## src/rtl/mem_port_arb.sv

```systemverilog
// Two-requester arbiter for data memory read port 2 and the write port.
// Define MEM_ARB_RR_EN for burst-limited round robin; otherwise fixed CPU priority.
module mem_port_arb #(
  parameter int unsigned MAX_BURST = 4
) (
  input  logic        clk,
  input  logic        resetn,
  input  logic        req0_valid,
  input  logic        req0_we,
  input  logic [10:0] req0_adrs,
  input  logic [31:0] req0_wdata,
  output logic        req0_ready,
  input  logic        req1_valid,
  input  logic        req1_we,
  input  logic [10:0] req1_adrs,
  input  logic [31:0] req1_wdata,
  output logic        req1_ready,
  output logic        rsp0_valid,
  output logic [31:0] rsp0_rdata,
  output logic        rsp1_valid,
  output logic [31:0] rsp1_rdata,
  output logic        mem_w_en,
  output logic [10:0] mem_w_adrs,
  output logic [31:0] mem_data_in,
  output logic        mem_r_en2,
  output logic [10:0] mem_r_adrs2,
  input  logic [31:0] mem_data_out2,
  input  logic        mem_r_valid2,
  input  logic        mem_w_valid1
);

  localparam logic [1:0] IDLE = 2'd0;
  localparam logic [1:0] OWN0 = 2'd1;
  localparam logic [1:0] OWN1 = 2'd2;

  localparam logic [3:0] BURST = 4'(MAX_BURST);

  logic        pick1;
  logic        gnt0;
  logic        gnt1;
  logic        acc;
  logic        sel_we;
  logic [10:0] sel_adrs;
  logic [31:0] sel_wdata;
  logic        wr_go;
  logic        rd_go;
  logic [10:0] w_adrs_q;
  logic [31:0] wdata_q;
  logic [10:0] r_adrs_q;
  logic [1:0]  own;
  logic [1:0]  own_d;
  logic        was_wr;
  logic        rsp_fire;

`ifdef MEM_ARB_RR_EN
  logic       last;
  logic [3:0] cnt;

  // Stay with the current owner until its burst allowance is used up.
  assign pick1 = (cnt < BURST) ? last : ~last;

  always_ff @(posedge clk or negedge resetn) begin
    if (!resetn) begin
      last <= 1'b0;
      cnt  <= 4'd0;
    end else if (acc) begin
      if (gnt1 == last) begin
        if (cnt < BURST)
          cnt <= cnt + 4'd1;
      end else begin
        last <= gnt1;
        cnt  <= 4'd1;
      end
    end
  end
`else
  logic unused_cfg;

  assign pick1      = 1'b0;
  assign unused_cfg = ^BURST;
`endif

  // No grant while in reset so the memory only sees its own clear.
  assign gnt0 = resetn & req0_valid
              & (~req1_valid | ~pick1);
  assign gnt1 = resetn & req1_valid
              & (~req0_valid | pick1);

  assign req0_ready = gnt0;
  assign req1_ready = gnt1;
  assign acc        = gnt0 | gnt1;

  assign sel_we    = gnt1 ? req1_we    : req0_we;
  assign sel_adrs  = gnt1 ? req1_adrs  : req0_adrs;
  assign sel_wdata = gnt1 ? req1_wdata : req0_wdata;

  assign wr_go = acc & sel_we;
  assign rd_go = acc & ~sel_we;

  assign mem_w_en    = wr_go;
  assign mem_r_en2   = rd_go;
  assign mem_w_adrs  = wr_go ? sel_adrs  : w_adrs_q;
  assign mem_data_in = wr_go ? sel_wdata : wdata_q;
  assign mem_r_adrs2 = rd_go ? sel_adrs  : r_adrs_q;

  always_ff @(posedge clk or negedge resetn) begin
    if (!resetn) begin
      w_adrs_q <= 11'd0;
      wdata_q  <= 32'd0;
      r_adrs_q <= 11'd0;
    end else begin
      if (wr_go) begin
        w_adrs_q <= sel_adrs;
        wdata_q  <= sel_wdata;
      end
      if (rd_go)
        r_adrs_q <= sel_adrs;
    end
  end

  always_comb begin
    own_d = IDLE;
    unique case (1'b1)
      gnt0:    own_d = OWN0;
      gnt1:    own_d = OWN1;
      default: own_d = IDLE;
    endcase
  end

  always_ff @(posedge clk or negedge resetn) begin
    if (!resetn) begin
      own    <= IDLE;
      was_wr <= 1'b0;
    end else begin
      own    <= own_d;
      was_wr <= wr_go;
    end
  end

  assign rsp_fire = mem_r_valid2 | mem_w_valid1;

  assign rsp0_valid = (own == OWN0) & rsp_fire;
  assign rsp1_valid = (own == OWN1) & rsp_fire;

  assign rsp0_rdata = (own == OWN0 && !was_wr)
                    ? mem_data_out2 : 32'd0;
  assign rsp1_rdata = (own == OWN1 && !was_wr)
                    ? mem_data_out2 : 32'd0;

endmodule

```

## config.mk

```make
export PLATFORM = sky130hd
export DESIGN_NAME = mem_port_arb
export DESIGN_NICKNAME = d
export VERILOG_FILES = /design/src/rtl/mem_port_arb.sv
export SDC_FILE = /design/constraint.sdc
export NUM_CORES = 1
export LEC_CHECK = 0
export BUFFER_PORTS_ARGS = -buffer_cell sky130_fd_sc_hd__buf_4
export CAP_MARGIN = 20
export CORE_MARGIN = 8
export CORE_UTILIZATION = 25
export DETAILED_ROUTE_END_ITERATION = 7
export RECOVER_POWER = 50
export SYNTH_ARGS = -nofsm -noshare
export SYNTH_HDL_FRONTEND = slang
export SYNTH_SLANG_ARGS = --single-unit
```

## constraint.sdc

```tcl
create_clock -name clk -period 1.8 [get_ports clk]
set_clock_uncertainty 0.15 [all_clocks]
set_input_delay 0.27 -clock clk [delete_from_list [all_inputs] [get_ports clk]]
set_output_delay 0.27 -clock clk [all_outputs]
set_load 0.01 [all_outputs]
```

==> results.sh <==
export IMPL_holdPathStages=3
export IMPL_cts_tree="built"
export IMPL_r2r_slack_ns=0.65
export IMPL_nets=669
export IMPL_netlist_area_mm2=0.003513
export IMPL_min_period_ns=1.992
export IMPL_via_per_inst=4.366
export IMPL_endpoint_kind="primary output"
export IMPL_routabilityCongestion=0.8245
export IMPL_crit_required_ns=1.38
export IMPL_timing_hold_ws_ns=0.1778
export IMPL_numPortBuffers=249
export IMPL_max_slew_margin_pct=56.75
export IMPL_fin_cells=727
export IMPL_cp_max_fo=6
export IMPL_crit_path_max_incr_delay_ns=0.31
export IMPL_num_rows=43
export IMPL_grt_max_degree=51
export IMPL_hold_viol=0
export IMPL_maxSlewViolCount=0
export IMPL_synth_top_area_share_pct=40.60
export IMPL_p_leak_nw=3.659
export IMPL_dp_cells=676
export IMPL_area_growth_pct=102.0
export IMPL_fin_ws_ns=-0.1924
export IMPL_clock_latency_ns=0.32
export IMPL_syn_inst=251
export IMPL_drt_total_wl_um=15270
export IMPL_grt_overflow=0
export IMPL_crit_chain="buf_8 -> nand3b_1 -> a21boi_4 -> buf_12 -> clkbuf_16 -> mux2_4 -> buf_6"
export IMPL_grt_pass1_wl_um=21910
export IMPL_antenna_found_initial=0
export IMPL_regToRegStartpoint="wdata_q[29]"
export IMPL_drc=0
export IMPL_io_pins=250
export IMPL_dieArea_mm2=0.01810
export IMPL_status="finished with violations"
export IMPL_cts_root_buf="clkbuf_16"
export IMPL_final_layout_size_suffix_gt1_share_pct=87.02
export IMPL_pre_cts_ws_ns=-0.3055
export IMPL_drt_first_pass_iters=4
export IMPL_postRouteAntennaNets=0
export IMPL_chipWidth_um=134.5
export IMPL_hold_end="wdata_q[31]"
export IMPL_maxCapViolCount=0
export IMPL_cp_arrival_ns=1.57
export IMPL_dp_hpwl_um=10340
export IMPL_core_area_mm2=0.01383
export IMPL_violations="negative setup slack"
export IMPL_track_usage_pct=15.62
export IMPL_layout_common_cells="buf_4 (147), buf_6 (128), mux2_4 (97)"
export IMPL_syn_num_nets=377
export IMPL_rsz0062_at_grt="yes"
export IMPL_first_global_vias=3646
export IMPL_clock_sinks=57
export IMPL_setup_viol=118
export IMPL_fmax_ghz=0.5019
export IMPL_setup_tns_final_ns=-12.82
export IMPL_peakVddDrop_mv=0.4731
export IMPL_vias=3174
export IMPL_crit_slowest_cell="mux2_4"
export IMPL_synth_largest_area_cell="dfrtp_1"
export IMPL_hold_start="req0_wdata[31]"
export IMPL_synth_area_leaders="dfrtp_1 (41%), mux2_4 (35%), and2_1 (12%), mux2_2 (4.5%), buf_12 (2.3%)"
export IMPL_cp_top_family="buffers and inverters"
export IMPL_worst_slew_pin_slew_ns=0.6487
export IMPL_path_clk_slew_ns=0.05
export IMPL_worst_setup_path_start_kind="input pin"
export IMPL_synth_distinct_cells=18
export IMPL_cts_buffer_depth=2
export IMPL_reg2reg_depth=3
export IMPL_cp_depth=7
export IMPL_final_common_cell="buf_4"
export IMPL_n_fill_cell=1174
export IMPL_syn_mean_instance_area_um2=14.00
export IMPL_ys_seq_area_share_pct=40.60
export IMPL_finalCritPeriodShare_pct=110.7
export IMPL_n_antenna_cell=0
export IMPL_die_h_um=134.5
export IMPL_synth_seq_cells=57
export IMPL_cp_num_buf_inv=4
export IMPL_r2r_end="wdata_q[29]"
export IMPL_holdCritPathClass="in2reg"
export IMPL_crit_type="in2out"
export IMPL_drt_initial_drc_count=68
export IMPL_ys_warn_count=0
export IMPL_start_util_pct=25.41
export IMPL_wl_per_cell_um=21.01
export IMPL_cts_htree_levels=3
export IMPL_power_density_mw_per_mm2=788.2
export IMPL_numCtsBuffers=9
-- state kept, by name, summed over array words and instances (netlist names) --
signal and flops:
wdata_q 32, own 2, r_adrs_q 11, w_adrs_q 11, was_wr 1
-- where the power goes --
group,leakage (nW),switching (mW),internal (mW)
clock,0.148,0.566,1.13
combinational,2.83,0.815,1.45
sequential,0.676,0.0838,1.55
-- worst reg2reg max path, stage by stage (launching register included) --
cell and delay, ns:
dfrtp_1 0.37, mux2_4 0.28, buf_4 0.13, buf_4 0.12
-- kinds of logic after synthesis --
group | count (synthesis) | synth area share [%]
flops | 57 | 40.60
mux | 97 | 39.96
buf+inv | 18 | 4.950
simple gates | 77 | 13.75
compound gates | 2 | 0.7480
-- cell type report --
| class | instances | area, µm² | share of cell area [%] |
|---|---|---|---|
| Clock buffer | 12 | 256.5 | 3.615 |
| Clock inverter | 3 | 40.04 | 0.5643 |
| Inverter | 2 | 7.507 | 0.1058 |
| Multi-Input combinational cell | 176 | 2162 | 30.47 |
| Sequential cell | 57 | 1426 | 20.10 |
| Tap cell | 180 | 225.2 | 3.174 |
| Timing Repair Buffer | 297 | 2978 | 41.97 |
-- routing by layer --
layer	routed length, µm	vias to the layer above	part of all wire (%)	track usage [%]
li1	-	1435	-	-
met1	5639	1548	37	16.28
met2	7980	175	52	28.31
met3	1396	16	9.1	5.944
met4	257	0	1.7	4.866
met5	0	-	0	0
-- repair_timing --
| action | in CTS | in global routing |
|---|---|---|
| setup buffers | 11 | 12 |
| setup endpoints to repair | 118 | 118 |
| gates resized for setup | 184 | 42 |
| gates cloned | 8 | 7 |
| hold endpoints to repair | 57 | 0 |
| hold buffers | 2 | 0 |
| pin swaps | 53 | 18 |
-- stage by stage --
| stage | utilization, % | power (mW) | cell area [µm²] |
|---|---|---|---|
| floorplan | - | 2.481 | 3513 |
| CTS | 49.26 | 5.507 | 6812 |
| detailed placement | 40.55 | 3.389 | 5607 |
| global route | 51.32 | 5.872 | 7096 |
| global placement | 40.55 | 3.370 | 5607 |
| finish | 51.32 | 5.593 | 7096 |
-- synthesized netlist by cell type --
library cell / instances
o21a_1: 1
buf_4: 1
nand2_1: 1
nand3b_4: 1
a21boi_4: 1
clkbuf_1: 6
nand3b_1: 1
mux2_2: 14
inv_1: 2
buf_6: 5
mux2_4: 83
and2_1: 65
nor2b_1: 1
buf_12: 4
nor2_1: 5
nand2b_1: 2
nor3b_1: 1
dfrtp_1: 57
-- worst max-delay path by stage --
stage	start	to	slack, ns
after CTS	own[0]	rsp1_rdata[31]	-0.22
final	req0_valid	mem_data_in[22]	-0.19
after global routing	req0_valid	mem_data_in[22]	-0.24
after floorplan	req0_valid	mem_data_in[22]	0.03
after global placement	req0_valid	mem_w_adrs[10]	-0.25
after detailed placement	req0_valid	mem_w_adrs[10]	-0.31
(Power assumes the default switching activity.)
